[config.mk]
export PLATFORM = sky130hd
export DESIGN_NAME = run_ctrl
export DESIGN_NICKNAME = d
export VERILOG_FILES = /design/src/rtl/run_ctrl_pkg.sv /design/src/rtl/run_ctrl_wdog.sv /design/src/rtl/run_ctrl.sv
export SDC_FILE = /design/constraint.sdc
export NUM_CORES = 1
export LEC_CHECK = 0
export BUFFER_PORTS_ARGS = -buffer_cell sky130_fd_sc_hd__buf_2
export CAP_MARGIN = 5
export CORE_MARGIN = 2
export CORE_UTILIZATION = 54
export DETAILED_ROUTE_END_ITERATION = 10
export GPL_TIMING_DRIVEN = 1
export PLACE_DENSITY = 0.83
export SETUP_SLACK_MARGIN = 0.4
export SLEW_MARGIN = 10
export SYNTH_ARGS = -nofsm -noshare
export SYNTH_HDL_FRONTEND = slang
export SYNTH_HIERARCHICAL = 1
export SYNTH_SLANG_ARGS = --single-unit
[constraint.sdc]
create_clock -name clk -period 3.77 [get_ports clk]
set_input_delay 0.377 -clock clk [delete_from_list [all_inputs] [get_ports clk]]
set_output_delay 0.377 -clock clk [all_outputs]
set_load 0.03 [all_outputs]
[src/rtl/run_ctrl_pkg.sv]
// Shared types and limits for the run_ctrl test-run controller.
package run_ctrl_pkg;

    typedef enum logic [1:0] {
        ST_IDLE = 2'd0,
        ST_RUN  = 2'd1,
        ST_DONE = 2'd2
    } state_e;

    localparam int MAX_CHANNELS = 32;

endpackage

[src/rtl/run_ctrl_wdog.sv]
// Single-channel watchdog: counts consecutive beat-less RUN cycles and latches
// a fail flag on the TIMEOUT-th one; a beat in that same cycle wins.
module run_wdog #(
    parameter int TIMEOUT = 1000
) (
    input  logic clk,
    input  logic rst_n,
    input  logic clear_i,
    input  logic run_i,
    input  logic beat_i,
    output logic fail_o,
    output logic fail_d_o
);

    localparam int CNT_W = (TIMEOUT < 1) ? 1 : $clog2(TIMEOUT + 1);
    localparam logic [CNT_W-1:0] LAST = CNT_W'(TIMEOUT - 1);

    logic [CNT_W-1:0] cnt_q, cnt_d;
    logic             fail_q, fail_d;

    // Once failed the counter stops advancing, so it can never wrap.
    always_comb begin
        cnt_d  = cnt_q;
        fail_d = fail_q;
        if (clear_i) begin
            cnt_d  = '0;
            fail_d = 1'b0;
        end else if (run_i) begin
            if (beat_i) begin
                cnt_d = '0;
            end else if (!fail_q) begin
                if (cnt_q == LAST) begin
                    fail_d = 1'b1;
                end else begin
                    cnt_d = cnt_q + CNT_W'(1);
                end
            end
        end
    end

    always_ff @(posedge clk or negedge rst_n) begin
        if (!rst_n) begin
            cnt_q  <= '0;
            fail_q <= 1'b0;
        end else begin
            cnt_q  <= cnt_d;
            fail_q <= fail_d;
        end
    end

    assign fail_o   = fail_q;
    assign fail_d_o = fail_d;

endmodule

[src/rtl/run_ctrl.sv]
// Fixed-duration run controller with sticky per-channel fail capture and verdict.
// Per-channel watchdogs are built only when RUN_CTRL_WDOG_EN is defined.
module run_ctrl
    import run_ctrl_pkg::*;
#(
    parameter int DURATION = 100000,
    parameter int CHANNELS = 4,
    parameter int TIMEOUT  = 1000,
    parameter int CW       = $clog2(DURATION + 1)
) (
    input  logic                clk,
    input  logic                rst_n,
    input  logic                start_i,
    input  logic                abort_i,
    input  logic [CHANNELS-1:0] beat_i,
    input  logic [CHANNELS-1:0] err_i,
    output logic                busy_o,
    output logic                done_o,
    output logic                pass_o,
    output logic [CHANNELS-1:0] fail_mask_o,
    output logic [CW-1:0]       elapsed_o
);

    generate
        if (DURATION < 2 || TIMEOUT < 1 || CHANNELS < 1 || CHANNELS > MAX_CHANNELS) begin : g_bad_params
            $error("run_ctrl: illegal DURATION/TIMEOUT/CHANNELS");
        end
    endgenerate

    localparam logic [CW-1:0] LAST_EL = CW'(DURATION - 1);

    state_e              state_q;
    logic                busy_q, done_q, pass_q;
    logic [CW-1:0]       elapsed_q;
    logic [CHANNELS-1:0] err_mask_q, err_mask_d;
    logic [CHANNELS-1:0] wdog_fail_q, wdog_fail_d;
    logic                in_run, last_cyc;

    assign in_run     = (state_q == ST_RUN);
    assign last_cyc   = in_run && (elapsed_q == LAST_EL);
    assign err_mask_d = err_mask_q | err_i;

`ifdef RUN_CTRL_WDOG_EN
    logic start_acc;
    assign start_acc = start_i && !in_run;

    for (genvar ch = 0; ch < CHANNELS; ch++) begin : g_wdog
        run_wdog #(
            .TIMEOUT (TIMEOUT)
        ) u_wdog (
            .clk      (clk),
            .rst_n    (rst_n),
            .clear_i  (start_acc),
            .run_i    (in_run),
            .beat_i   (beat_i[ch]),
            .fail_o   (wdog_fail_q[ch]),
            .fail_d_o (wdog_fail_d[ch])
        );
    end
`else
    logic unused_beat;
    assign unused_beat = ^beat_i;
    assign wdog_fail_q = '0;
    assign wdog_fail_d = '0;
`endif

    // Verdict uses next-cycle fail state so errors in the final cycle count.
    always_ff @(posedge clk or negedge rst_n) begin
        if (!rst_n) begin
            state_q    <= ST_IDLE;
            busy_q     <= 1'b0;
            done_q     <= 1'b0;
            pass_q     <= 1'b0;
            elapsed_q  <= '0;
            err_mask_q <= '0;
        end else begin
            case (state_q)
                ST_IDLE, ST_DONE: begin
                    if (start_i) begin
                        state_q    <= ST_RUN;
                        busy_q     <= 1'b1;
                        done_q     <= 1'b0;
                        pass_q     <= 1'b0;
                        elapsed_q  <= '0;
                        err_mask_q <= '0;
                    end
                end
                ST_RUN: begin
                    elapsed_q  <= elapsed_q + CW'(1);
                    err_mask_q <= err_mask_d;
                    if (abort_i || last_cyc) begin
                        state_q <= ST_DONE;
                        busy_q  <= 1'b0;
                        done_q  <= 1'b1;
                        pass_q  <= !abort_i && ((err_mask_d | wdog_fail_d) == '0);
                    end
                end
                default: begin
                    state_q <= ST_IDLE;
                    busy_q  <= 1'b0;
                    done_q  <= 1'b0;
                    pass_q  <= 1'b0;
                end
            endcase
        end
    end

    assign busy_o      = busy_q;
    assign done_o      = done_q;
    assign pass_o      = pass_q;
    assign elapsed_o   = elapsed_q;
    assign fail_mask_o = err_mask_q | wdog_fail_q;

endmodule

* After elaboration in Yosys (flattened, before gate mapping)
Cells that the tools add are included.
** Storage, ports and cells
- Flip-flop bits (word level) :: 26
** Operators by class
- Eq/ne operators :: 5
- Add/subtract/negate cells :: 1
- Bitwise gates (word level) :: 1
- Multiplexer cells :: 15
- Reductions and logical operators :: 10
** Operators by type and width (count)
- 17-bit case mux with 2 select lines :: 1
- 17-bit by 1-bit adder with 17-bit output (second input constant) :: 1
- 17-bit == test (second input constant) :: 1
- 17-bit 2-to-1 mux :: 1
- 4-bit case mux with 2 select lines :: 1
- 1-bit case mux with 2 select lines :: 3
- 1-bit 2-to-1 mux :: 5
- 4-bit zero test :: 1
- 2-bit 2-to-1 mux :: 2
- 4-bit 2-to-1 mux :: 1
- 4-bit bitwise OR :: 1
- 2-bit case mux with 2 select lines :: 1
- 2-bit AND reduction :: 2
- 2-bit by 1-bit == test with 1-bit output (second input constant) :: 1
- 2-bit == test (second input constant) :: 1
- 1-bit logical AND :: 2
- 2-bit zero test :: 1
- 2-bit by 1-bit inequality test with 1-bit output (second input constant) :: 1
- 2-bit inequality test (second input constant) :: 1
- 2-bit nonzero test :: 1
- 2-bit OR reduction :: 1
- 1-bit zero test :: 1
- 1-bit logical OR :: 1

* Longest topological paths before layout
- Word-level depth :: 5
- Gate-level depth with buffers :: 5
- Gate-level depth less buffers :: 5

* Least setup slack after synthesis
OpenSTA, ideal clock, no wires.
- Kind :: register to register
- Start point :: reg elapsed_q[0], in the netlist elapsed_o[0]
- End point :: reg elapsed_q[12], in the netlist elapsed_o[12]
- Slack :: 2064 ps
- Cell stages (with the launch flop) :: 6
- Buffers on the path :: 0
- Setup time :: 125 ps
- Arrival :: 1581 ps
- Clock period less this slack :: 1706 ps
- Cell sequence :: dfrtp_1 ha_1 and4_1 and4bb_2 nor2_1 mux2_2
** Between the ends
- Longest elaborated chain between the ends :: 2
** RTL lines
- from (decl) :: line run_ctrl.sv:34 : logic [CW-1:0] elapsed_q;
- from (signal assigned) :: line run_ctrl.sv:89 : elapsed_q <= elapsed_q + CW'(1);
- 17-bit by 1-bit adder with 17-bit output :: line run_ctrl.sv:89
- 17-bit case mux with 2 select lines :: line run_ctrl.sv:77 : case (state_q)
Every way passes these cells.
A chain may end at the register's enable or synchronous reset.

* Final worst setup path
- Start point :: reg state_q[0]
- End point :: reg elapsed_q[8], in the netlist elapsed_o[8]
** Between the ends
- Longest elaborated chain between the ends :: 4
- Elaborated cells on any way between the ends :: 8
- Classes of those cells :: 3 x eq/ne; 1 x mux; 4 x reduce/logical
** RTL lines
- from (decl) :: line run_ctrl.sv:32 : state_e state_q;
- from (signal assigned) :: line run_ctrl.sv:70 : state_q <= ST_IDLE;
- from (signal assigned) :: line run_ctrl.sv:80 : state_q <= ST_RUN;
- from (signal assigned) :: line run_ctrl.sv:92 : state_q <= ST_DONE;
- 2-bit == test / 2-bit zero test (equally long branches) :: line run_ctrl.sv:77
- 2-bit OR reduction :: line run_ctrl.sv:77
- 2-bit inequality test (no line) / 2-bit nonzero test (equally long branches)
- 2-bit AND reduction (no line)
Several ways; a longest one is shown, not always the timed one.

==> results_dict.tcl <==
set metrics [dict create \
    die_x_um 51.7 \
    period_share 0.443 \
    startpoint "state_q[0]" \
    comb_power_share 0.298 \
    drt.antenna.violating_nets 0 \
    fin_util 0.659 \
    r2r_slack_ns 2.10 \
    core_area_um2 2170 \
    yosys-top-cells-area "dfrtp_1 (51%), mux2i_1 (5.7%), nand2_1 (5.5%)" \
    fin_setup_tns_ns 0 \
    firstDrtPassIters 5 \
    die-area_um2 2670 \
    initial_core_util 0.565 \
    clk_pin_slew_worst_paths_ns 0.13 \
    grt-ovfl-total 0 \
    finalHoldViolations 0 \
    cts.htree.levels 1 \
    cts_hold_buf 0 \
    row_count 17 \
    leakagePower_nw 0.767 \
    syn2layout_area_growth_pct 16.5 \
    path_class "reg -> reg" \
    yosysWarningCount 6 \
    die-height_um 51.7 \
    hpwl_mm 1.88 \
    fillers 190 \
    met3_length_um 108 \
    cp-endpoint "elapsed_o[8]" \
    intPower_w 0.000396 \
    cpMaxStageDelayCell "dfrtp_1" \
    grt_pass1_wl_mm 4.33 \
    switching_share 0.378 \
    syn_avg_cell_area_um2 10.2 \
    maxCapViolations 0 \
    antenna_cells 0 \
    wl_per_cell_um 13.7 \
    peakVddDrop_mv 0.394 \
    grt_use_total 0.214 \
    cts-root-buf "clkbuf_4" \
    max_slew_margin 0.650 \
    power_frac_clock 0.174 \
    highest_layer "met4" \
    skew_ns 0.00527 \
    cts_setup_buffers 0 \
    rsz0062_at_grt "false" \
    multi_input_area_um2 582 \
    num_vias 1091 \
    outcome "finished, final reports clean" \
    drive_gt1_frac 0.257 \
    cts_buffer_depth 2 \
    worstRegToRegCells 4 \
    seq_power_share 0.528 \
    io_pins 36 \
    worstSetupStartpointType "flip-flop" \
    postSynthCellCount 120 \
    netlist_area_um2 1230 \
    reg2reg_to "elapsed_o[8]" \
    antenna_found_initial 0 \
    cts_num_sinks 25 \
    finalNetCount 166 \
    finalWirelength_mm 2.47 \
    hold_class "in -> async" \
    cp_slowest_stage_delay_ns 0.50 \
    grt_pass1_vias 1014 \
    p_switching_w 0.000241 \
    critPathRequiredTime_ns 3.95 \
    finalSetupViolCount 0 \
    ys_types 31 \
    fin_crit_ns 1.67 \
    syn_nets 133 \
    cts_resized 0 \
    drv_slew 0 \
    numCtsBuffers 3 \
    drt_iter0_drc 15 \
    drc 0 \
    clock_latency_ns 0.30 \
    ff_latch_area_um2 626 \
    post_drt_via_cell_ratio 6.06 \
    ys_ff_latch 25 \
    timing.rr.start "state_q[0]" \
    fmax_ghz 0.599 \
    yosysSeqAreaShare 0.510 \
    synth_top_area_frac 0.510 \
    place.gp.congestion 0.826 \
    critPathMaxFanout 10 \
    grt_start_max_net_pins 26 \
    cp_cell_sequence "and2b_1, nand2_1, o311ai_0, o41ai_1" \
    drt-met1-wl_mm 1.09 \
    worstSetupEndpointType "flip-flop" \
    port_buffers 31 \
    tightestPinTransition_ns 0.525 \
    arrival_ns 1.85 \
    power_density_nw_per_um2 446 \
    wl_met2_mm 1.24 \
    cts_tree "built" \
    yosys.area.top_type "dfrtp_1" \
]
## metal layers
| metal | track usage | vias to the layer above |
|---|---|---|
| met4 | 0.0965 | 0 |
| met1 | 0.284 | 535 |
| met3 | 0.0172 | 4 |
| li1 | - | 515 |
| met2 | 0.359 | 37 |
| met5 | 0 | - |
## synth_stat cells, drive strengths merged
master,count
and2b,1
nor2,10
a21oi,7
ha,1
a22o,1
nor4b,1
and4,1
and4bb,1
nand2,18
nor2b,2
o22ai,1
and3,2
mux2i,7
buf,1
nand2b,2
o41ai,3
o21ai,5
nor4,3
inv,1
o31ai,2
nand3,11
nor4bb,2
clkbuf,2
nand4b,1
dfrtp,25
nand4,2
nor3,1
o311ai,3
mux2,1
o211ai,2
## flip-flops by register name, indices dropped and copies added (netlist names)
signal	count
busy_o	1
done_o	1
elapsed_o	17
fail_mask_o	4
pass_o	1
state_q	1
## critical path: cells and delay by family (launching register included)
family | cells | cell delay (ns)
flip-flops | 1 | 0.50
AO/OA/AOI/OAI | 2 | 0.51
AND/OR/NAND/NOR | 2 | 0.54
## how the worst min path moves through the flow
stage                        end  slack [ns]
floorplan                 busy_o        0.08
global placement    elapsed_o[6]        0.39
detailed placement  elapsed_o[8]        0.38
CTS                 elapsed_o[8]        0.03
global route        elapsed_o[4]        0.05
finish              elapsed_o[4]        0.03
## placed cells by master, fill, tap and decap left out, types with 3 or more instances in the layout
master / synthesis / final
buf_2: 0 / 31
dfrtp_1: 25 / 25
nand2_1: 18 / 18
nand3_1: 11 / 11
nor2_1: 10 / 10
mux2i_1: 7 / 7
a21oi_1: 7 / 7
o21ai_0: 5 / 5
o311ai_0: 3 / 3
o41ai_1: 3 / 3
clkbuf_4: 0 / 3
## cell families after synthesis
kind of cell	after synthesis	share of synthesized area
adders and majority gates	1	0.0102
AOI/OAI and AO/OA	24	0.129
buffers and inverters	4	0.0153
and+or+nand+nor	58	0.269
muxes	8	0.0663
DFF	25	0.510
## through the flow
stage                     hold slack, ns  instances  area (um^2)  power, W  worst slack (ns)
after floorplan                   0.0814        120         1230  0.000474              2.06
after global placement             0.385        176         1400  0.000524              2.19
after detailed placement           0.384        176         1400  0.000532              2.14
after CTS                         0.0336        180         1430  0.000644              2.11
after global routing              0.0515        180         1430  0.000681              1.99
final                             0.0270        180         1430  0.000638              2.10
## power groups by stage
| stage | combinational (W) | sequential, W | clock [W] |
|---|---|---|---|
| 5_1_grt | 0.000208 | 0.000344 | 0.000129 |
| 2_1_floorplan | 0.0000752 | 0.000399 | 0 |
| 3_3_place_gp | 0.000185 | 0.000339 | 0 |
| 6_report | 0.000190 | 0.000337 | 0.000111 |
| 3_5_place_dp | 0.000191 | 0.000341 | 0 |
| 4_1_cts | 0.000191 | 0.000337 | 0.000116 |
## layout make-up
type,count,area share
clock buffers,3,0.0158
clock inverters,1,0.00350
inverters,1,0.00263
multi-input cells,91,0.407
flip-flops and latches,25,0.438
well taps,28,0.0245
repair buffers,31,0.109
(Power assumes the default switching activity.)
